File: config.mk
export PLATFORM = sky130hd
export DESIGN_NAME = fifo_umbral_flat
export DESIGN_NICKNAME = d
export VERILOG_FILES = /design/src/rtl/fifo_umbral_if.sv /design/src/rtl/fifo_umbral.sv /design/src/flat_wrapper.sv
export SDC_FILE = /design/constraint.sdc
export NUM_CORES = 1
export LEC_CHECK = 0
export CAP_MARGIN = 20
export CORE_UTILIZATION = 40
export DETAILED_ROUTE_END_ITERATION = 12
export PLACE_DENSITY_LB_ADDON = 0.25
export SLEW_MARGIN = 15
export SYNTH_ARGS = -nofsm -noshare
export SYNTH_HDL_FRONTEND = slang
export SYNTH_SLANG_ARGS = --single-unit
File: constraint.sdc
create_clock -name clk -period 2.7 [get_ports clk]
set_clock_uncertainty 0.05 [all_clocks]
set_input_delay 0.54 -clock clk [delete_from_list [all_inputs] [get_ports clk]]
set_output_delay 0.54 -clock clk [all_outputs]
set_load 0.02 [all_outputs]
File: src/rtl/fifo_umbral_if.sv
// fifo_umbral_if
//   Data handshake between a FIFO and the blocks around it.
//   Ports carried:
//     push      write request
//     data_in   write data
//     pop       read request
//     data_out  read data, registered inside the FIFO
//     valid_out data_out is valid this cycle
//   Modports:
//     master  the producer/consumer side (drives push/pop/data_in)
//     slave   the FIFO side (drives data_out/valid_out)
interface fifo_umbral_if #(
    parameter int DATA_WIDTH = 6
);
    logic                  push;
    logic [DATA_WIDTH-1:0] data_in;
    logic                  pop;
    logic [DATA_WIDTH-1:0] data_out;
    logic                  valid_out;

    modport master (
        output push,
        output data_in,
        output pop,
        input  data_out,
        input  valid_out
    );

    modport slave (
        input  push,
        input  data_in,
        input  pop,
        output data_out,
        output valid_out
    );
endinterface

File: src/rtl/fifo_umbral.sv
// fifo_umbral
//   Single-clock synchronous FIFO with programmable almost-full and
//   almost-empty thresholds, one of five instances in the FIFO bank that
//   feeds the transaction control FSM.
//
//   Ports:
//     clk          rising-edge clock
//     reset_L      asynchronous active-low reset
//     init         synchronous flush; also latches umbral_alto/umbral_bajo
//     umbral_alto  almost-full threshold (0 disables almost_full)
//     umbral_bajo  almost-empty threshold
//     bus          fifo_umbral_if.slave: push/data_in/pop/data_out/valid_out
//     fifo_empty   occupancy == 0
//     fifo_full    occupancy == depth
//     almost_full  occupancy >= latched alto threshold (when non-zero)
//     almost_empty occupancy <= latched bajo threshold
//     fifo_error   sticky overflow/underflow flag, cleared by init or reset
//     count        current occupancy
//     err_count    (only with FIFO_ERR_COUNT_EN) saturating error-cycle count
//
//   Optional feature macro: FIFO_ERR_COUNT_EN
module fifo_umbral #(
    parameter int DATA_WIDTH = 6,
    parameter int ADDR_WIDTH = 2,
    parameter int LENGTH     = 3
) (
    input  logic              clk,
    input  logic              reset_L,
    input  logic              init,
    input  logic [LENGTH-1:0] umbral_alto,
    input  logic [LENGTH-1:0] umbral_bajo,
    fifo_umbral_if.slave      bus,
    output logic              fifo_empty,
    output logic              fifo_full,
    output logic              almost_full,
    output logic              almost_empty,
    output logic              fifo_error,
`ifdef FIFO_ERR_COUNT_EN
    output logic [3:0]        err_count,
`endif
    output logic [LENGTH-1:0] count
);

    localparam int              DEPTH_INT = 1 << ADDR_WIDTH;
    localparam logic [LENGTH-1:0] DEPTH   = LENGTH'(DEPTH_INT);

    logic [DATA_WIDTH-1:0] mem [DEPTH_INT];
    logic [ADDR_WIDTH-1:0] wr_ptr;
    logic [ADDR_WIDTH-1:0] rd_ptr;
    logic [LENGTH-1:0]     count_q;
    logic [LENGTH-1:0]     thr_alto;
    logic [LENGTH-1:0]     thr_bajo;
    logic [DATA_WIDTH-1:0] dout_q;
    logic                  valid_q;
    logic                  error_q;

    logic                  rd_ok;
    logic                  wr_ok;
    logic                  overflow;
    logic                  underflow;
    logic                  err_ev;

    // Transfer qualification. init suppresses every transfer and error in
    // its cycle. A full FIFO still accepts a push when a pop drains a slot
    // in the same cycle.
    always_comb begin
        rd_ok     = !init && bus.pop && (count_q != '0);
        wr_ok     = !init && bus.push && ((count_q < DEPTH) || rd_ok);
        overflow  = !init && bus.push && (count_q == DEPTH) && !rd_ok;
        underflow = !init && bus.pop && (count_q == '0);
        err_ev    = overflow || underflow;
    end

    // Storage array carries no reset; only pointer/count state matters.
    always_ff @(posedge clk) begin
        if (wr_ok) begin
            mem[wr_ptr] <= bus.data_in;
        end
    end

    always_ff @(posedge clk or negedge reset_L) begin
        if (!reset_L) begin
            wr_ptr   <= '0;
            rd_ptr   <= '0;
            count_q  <= '0;
            thr_alto <= '0;
            thr_bajo <= '0;
            dout_q   <= '0;
            valid_q  <= 1'b0;
            error_q  <= 1'b0;
        end else if (init) begin
            wr_ptr   <= '0;
            rd_ptr   <= '0;
            count_q  <= '0;
            thr_alto <= umbral_alto;
            thr_bajo <= umbral_bajo;
            valid_q  <= 1'b0;
            error_q  <= 1'b0;
        end else begin
            if (wr_ok) begin
                wr_ptr <= wr_ptr + 1'b1;
            end
            if (rd_ok) begin
                rd_ptr <= rd_ptr + 1'b1;
                dout_q <= mem[rd_ptr];
            end
            valid_q <= rd_ok;
            case ({wr_ok, rd_ok})
                2'b10:   count_q <= count_q + 1'b1;
                2'b01:   count_q <= count_q - 1'b1;
                default: count_q <= count_q;
            endcase
            if (err_ev) begin
                error_q <= 1'b1;
            end
        end
    end

`ifdef FIFO_ERR_COUNT_EN
    logic [3:0] err_cnt_q;

    always_ff @(posedge clk or negedge reset_L) begin
        if (!reset_L) begin
            err_cnt_q <= '0;
        end else if (init) begin
            err_cnt_q <= '0;
        end else if (err_ev && (err_cnt_q != 4'hF)) begin
            err_cnt_q <= err_cnt_q + 4'd1;
        end
    end

    assign err_count = err_cnt_q;
`endif

    // Status flags are purely combinational from count and thresholds, so
    // they move in the same cycle as count. A zero alto threshold disables
    // almost_full; a bajo threshold above depth pins almost_empty high.
    always_comb begin
        fifo_empty   = (count_q == '0);
        fifo_full    = (count_q == DEPTH);
        almost_full  = (thr_alto != '0) && (count_q >= thr_alto);
        almost_empty = (count_q <= thr_bajo);
    end

    assign count         = count_q;
    assign fifo_error    = error_q;
    assign bus.data_out  = dout_q;
    assign bus.valid_out = valid_q;

endmodule

File: src/flat_wrapper.sv
// flat-port wrapper written by rule: the top's interface ports become plain ports
module fifo_umbral_flat 
#(
    parameter int DATA_WIDTH = 6,
    parameter int ADDR_WIDTH = 2,
    parameter int LENGTH     = 3
)
  (clk, reset_L, init, umbral_alto, umbral_bajo, fifo_empty, fifo_full, almost_full, almost_empty, fifo_error, count, bus_push, bus_data_in, bus_pop, bus_data_out, bus_valid_out);
  fifo_umbral_if #(.DATA_WIDTH(DATA_WIDTH)) bus_i ();
  input  logic clk;
  input  logic reset_L;
  input  logic init;
  input  logic [LENGTH-1:0] umbral_alto;
  input  logic [LENGTH-1:0] umbral_bajo;
  output logic fifo_empty;
  output logic fifo_full;
  output logic almost_full;
  output logic almost_empty;
  output logic fifo_error;
  output logic [LENGTH-1:0] count;
  input wire logic [$bits(bus_i.push)-1:0] bus_push;
  input wire logic [$bits(bus_i.data_in)-1:0] bus_data_in;
  input wire logic [$bits(bus_i.pop)-1:0] bus_pop;
  output wire logic [$bits(bus_i.data_out)-1:0] bus_data_out;
  output wire logic [$bits(bus_i.valid_out)-1:0] bus_valid_out;
  assign bus_i.push = bus_push;
  assign bus_i.data_in = bus_data_in;
  assign bus_i.pop = bus_pop;
  assign bus_data_out = bus_i.data_out;
  assign bus_valid_out = bus_i.valid_out;
  fifo_umbral #(.DATA_WIDTH(DATA_WIDTH), .ADDR_WIDTH(ADDR_WIDTH), .LENGTH(LENGTH)) u_core (.clk(clk), .reset_L(reset_L), .init(init), .umbral_alto(umbral_alto), .umbral_bajo(umbral_bajo), .bus(bus_i), .fifo_empty(fifo_empty), .fifo_full(fifo_full), .almost_full(almost_full), .almost_empty(almost_empty), .fifo_error(fifo_error), .count(count));
endmodule
---- Word level (Yosys, flattened, before mapping) ----
Memory sizes are Yosys's and may differ from the RTL's. A register that Yosys moved wholly into a read port is not among the register bits.
Cells that the tools add are included.
storage, ports and cells
  memories ................................ 1
  logic and storage cells ................. 51
  output and inout port bits .............. 15
  register bits ........................... 15
  bits in read-only memories .............. 0
  input port bits ......................... 17
  memory bits (writable) .................. 24
  bits in latches ......................... 0
memories
  name        words  width  rd ports  clocked after memory_dff  wr ports  RTL line           RTL
  u_core.mem  4      6      1         1                         1         fifo_umbral.sv:47  logic [DATA_WIDTH-1:0] mem [DEPTH_INT];
cells by class
  bitwise logic cells ..................... 1
  add/subtract/negate cells ............... 4
  multiply operators ...................... 0
  reduce and logical (&&, ||, !) cells .... 21
  eq/ne operators ......................... 3
  $lt $le $gt $ge ......................... 3
  shift operators ......................... 0
  div/mod/pow operators ................... 0
  mux-type cells .......................... 11
operators with widths
  cell                 count
  $reduce_bool 3->1    3
  $logic_and 1x1->1    8
  $mux 2               4
  $pmux 3 s2           1
  $reduce_bool 2->1    3
  $mux 1               5
  $add 2x1->2 const B  2
  $add 3x1->3 const B  1
  $eq 3x3->1 const B   1
  $ge 3x3->1           1
  $le 3x3->1           1
  $logic_not 1->1      3
  $logic_not 3->1      1
  $lt 3x3->1 const B   1
  $mux 3               1
  $sub 3x1->3 const B  1
  $eq 2x1->1 const B   1
  $eq 2x2->1 const B   1
  $logic_or 1x1->1     2
  $reduce_and 2->1     1
  $not 1->1            1

---- Depth between registers and ports, before layout ----
Gate-level depths: netlist (run 1).
  depth in word-level cells ............... 8
  mapped depth ............................ 9
  gate-level depth less buffers ........... 8

---- Worst setup path before layout (run 1) ----
Ideal clock, no wire load.
  path type ............................... reg2reg
  start ................................... reg u_core.count_q[2], in the netlist u_core.count[2]
  end ..................................... reg u_core.count_q[1], in the netlist u_core.count[1]
  buffers on the path ..................... 0
  cell stages (with the launch flop) ...... 7
  data required time ...................... 2524 ps
  slack ................................... 201 ps
  setup time .............................. 126 ps
  data arrival time ....................... 2323 ps
  period minus slack after synthesis ...... 2499 ps
  cell sequence ........................... dfrtp_1 > nor3_2 > nor3b_2 > and2b_2 > fa_1 > and4_2 > a311o_1
on the way
  longest elaborated chain between the ends .. 7
  elaborated cells on any way between the ends .. 10
  classes of those cells .................. 1 x order compare; 2 x eq/ne; 2 x mux; 5 x reduce/logical
ends and longest elaborated chain
  item                                                RTL line            RTL
  from (decl)                                         fifo_umbral.sv:50   logic [LENGTH-1:0] count_q;
  from (signal assigned)                              fifo_umbral.sv:109  2'b10: count_q <= count_q + 1'b1;
  from (signal assigned)                              fifo_umbral.sv:110  2'b01: count_q <= count_q - 1'b1;
  from (signal assigned)                              fifo_umbral.sv:111  default: count_q <= count_q;
  branches (longest 7 deep; another with $lt 3x3->1)  --
Parallel ways; which one is timed is not known.
A chain may end at the register's enable or synchronous reset.

---- Worst setup path after layout (run 1) ----
  start ................................... reg u_core.count_q[0], in the netlist u_core.count[0]
  end ..................................... out almost_full
on the way
  longest elaborated chain between the ends .. 2
ends and longest elaborated chain
  item               RTL line            RTL
  $ge 3x3->1         fifo_umbral.sv:141  almost_full = (thr_alto != '0) && (count_q >= thr_alto);
  $logic_and 1x1->1  fifo_umbral.sv:141
  to (decl)          flat_wrapper.sv:17  output logic almost_full;
Every way passes these cells.

==> results.txt, run 1 <==
GRT overflow - 0
CTS buffer count - 5
Hold WC Path Type - flop to flop
crit path launch type - flop
Cell Pwr Density - 694.8 nW/um^2
critical path depth - 7
GPL Wtd Cong - 0.7825
Crit path arrival time - 1.86 ns
post-synthesis cell count - 147
Synth Area in Adders - 0.06971
synth top area cells - edfxtp_1 35%, dfrtp_1 25%, mux4_2 6.5%
Net Count, Synth - 175
mux cell area share after synthesis - 0.1082
Async S/R FF share, synth - 0.4667
largest net degree at the start of global routing - 22
Place WS - 0.002150 ns
Initial Utilization - 0.4267
Sink Count - 45
final hold viol count - 0
Tot Pwr - 1.814 mW
synthesized area per cell - 14.16 um^2
overall routed net length - 3.862 mm
I/O pins - 32
Distinct cells, synth - 42
Lkg Pwr - 1.028 nW
# rows - 25
RSZ-0062 raised after global routing - no
Seq/Total Area, Yosys - 0.5986
worst-path fanout max - 3
TritonCTS clock tree - yes
Final nets - 217
reg2reg path depth - 7
number of max-slew violations in the final report - 0
Util after Layout - 0.5349
min setup slack post-route - 0.2521 ns
largest family of logic cells by synthesized area - simple AND/OR/NAND/NOR gates
hold_buf cts - 0
flops & latches, synth - 45
Post-synth EDFFs - 24
Synth Area in XOR/XNOR - 0.01262
first-pass GRT wire length - 6.368 mm
die area - 5497 um^2
endpoint class of the critical path - primary output
Synth top area share - 0.3462
# DRC - 0
hpwl dp - 2.795 mm
status - finished clean
Buf+Inv Stages, Crit Path - 2
initial antenna violation count - 0
slew margin rel. - 0.6639
vias per cell - 4.961
Via Count - 1275
slowest stage delay, CP - 0.39 ns
layout cells sized above 1 - 0.2421
Max-Cap Viols - 0
CTS max path bufs - 2
PortBufs - 31
setup slack, reg-to-reg - 0.41 ns
core area - 4880 um^2
fmax - 408.5 MHz
peak supply drop - 442.1 uV
antenna diode instance count - 0
largest area contributor in the netlist - edfxtp_1
R2R Path Start - u_core.count[1]$_DFFE_PN0P_
Die Ht - 74.15 um
critical setup path kind - flop to primary output
Cell Chain, Critical Path - inv_1 > ha_1 > nand2b_1 > a21o_1 > a21oi_1 > nor2_1 > dlygate4sd2_1
cell with the most instances after synthesis - edfxtp_1
required time worst endpoint - 2.11 ns
Setup TNS Final - 0 ns
post-CTS setup buffer count - 0
Worst Hold Path EP - u_core.fifo_error$_DFFE_PN0P_
Synth Area in Simple Gates - 0.1184
Crit-path slowest cell - dfrtp_1
Synth warnings - 0
hold_sp - u_core.fifo_error$_DFFE_PN0P_
Root Driver - clkbuf_8
dpl cell area - 2507 um^2
drt wl/cell - 15.03 um
ys flop type - edfxtp_1
crit share post-route - 0.9066
iteration count of the initial detailed-routing pass - 4
DRT iter0 DRCs - 66
Setup violations, final - 0
Synth Area in Compound Gates - 0.05889
Post-Layout Inst Area - 2610 um^2
H-tree depth - 2
synth-to-layout area growth - 25.36%
min cycle time layout - 2.448 ns
antenna-violating nets left - 0
Hold Crit Depth - 2
Die W - 74.15 um
crit-path leading delay family - buffers and inverters
Clk pin slew, worst setup/hold paths - 0.09 ns
Synth top cells by count - 24 x edfxtp_1, 21 x dfrtp_1, 10 x ha_1, 9 x nor2_1
later-pin clock latency in the skew report - 0.30 ns
GRT Total Usage - 0.1645
slew at the pin with the worst max-slew slack - 0.5042 ns
vias in the first global route - 1351
Netlist Area Pre-Place - 2082 um^2
R2R Path End - u_core.count[1]$_DFFE_PN0P_
[worst max path at each step]
| stage | from | endpoint | slack [ns] |
|---|---|---|---|
| 2_1_floorplan | u_core.count[2]$_DFFE_PN0P_ | u_core.count[1]$_DFFE_PN0P_ | 0.20 |
| 4_1_cts | u_core.count[2]$_DFFE_PN0P_ | almost_empty | 0.03 |
| 3_5_place_dp | bus_pop | u_core.count[1]$_DFFE_PN0P_ | 0.002 |
| 3_3_place_gp | bus_pop | u_core.count[1]$_DFFE_PN0P_ | 0.07 |
| 5_1_grt | u_core.count[0]$_DFFE_PN0P_ | almost_full | 0.08 |
| 6_report | u_core.count[0]$_DFFE_PN0P_ | almost_full | 0.25 |
[kinds of logic after synthesis]
| group | Yosys count |
|---|---|
| adder cells (fa/ha/maj) | 11 |
| AO/OA/AOI/OAI | 21 |
| flip-flops | 45 |
| multiplexers | 14 |
| AND/OR/NAND/NOR | 39 |
| XOR/XNOR | 3 |
| buffers and inverters | 14 |
[power by group]
part / total, mW / internal (mW) / switching (mW)
registers: 0.864 / 0.804 / 0.0598
logic: 0.500 / 0.267 / 0.233
clock network: 0.449 / 0.213 / 0.236
total: 1.81 / 1.28 / 0.530
[flip-flops by register name, indices dropped and copies added, names as in the netlist]
signal                count
u_core.fifo_error         1
u_core.mem               24
u_core.rd_ptr             2
u_core.thr_alto           3
u_core.count              3
u_core.bus.data_out       6
u_core.wr_ptr             2
u_core.bus.valid_out      1
u_core.thr_bajo           3
[layer usage]
metal  part of all wire  GRT usage
met3              0.045    0.04472
met1               0.44     0.1921
met4              0.016    0.06624
met5                  0          0
met2               0.50     0.2869
[repair_timing]
item | in CTS | in global routing
gates cloned | 0 | 0
resized for setup | 1 | 2
setup endpoints to repair | 1 | 1
endpoints found under the hold margin | 0 | 0
[cell usage in the layout (no fill, tap or decap), types with 2 or more instances in the layout]
master | Yosys | routed
clkdlybuf4s50_1 | 0 | 29
edfxtp_1 | 24 | 24
dfrtp_1 | 21 | 20
ha_1 | 10 | 10
nor2_1 | 9 | 9
buf_4 | 0 | 9
inv_1 | 8 | 8
o21ai_0 | 8 | 8
mux2_2 | 8 | 8
a21oi_1 | 7 | 7
mux4_2 | 6 | 6
clkbuf_8 | 1 | 6
nand2_1 | 5 | 5
and2_2 | 4 | 4
nor3_1 | 3 | 3
nor2b_1 | 2 | 2
nand3_1 | 2 | 2
xor2_1 | 2 | 2
[cell type report]
cell class                 count  area, um^2
inverter                       9       33.78
timing repair buffer          40       379.1
clock inverter                 2       17.52
tap                           67       83.83
fill                         420        2270
clock buffer                   6       82.58
multi-input combinational     88       765.7
sequential                    45        1247
[per-stage QoR]
step                hold WS (ns)  cells
floorplan                 0.1944    147
global placement          0.4389    249
detailed placement        0.4495    249
CTS                       0.4709    257
global route              0.4928    257
finish                    0.4622    257
[tightest hold or removal path, cell delays in order (launching register included)]
cell	delay [ns]
dfrtp_1	0.35
a21oi_1	0.05
nor2_1	0.08
No activity file was read; power rests on OpenSTA's default activity.
==> run 2: changes to the inputs <==
Settings changed: SLEW_MARGIN 15 to not set.
==> results of run 2 <==
Final layout, timing and power as in run 1 (identical DEF).
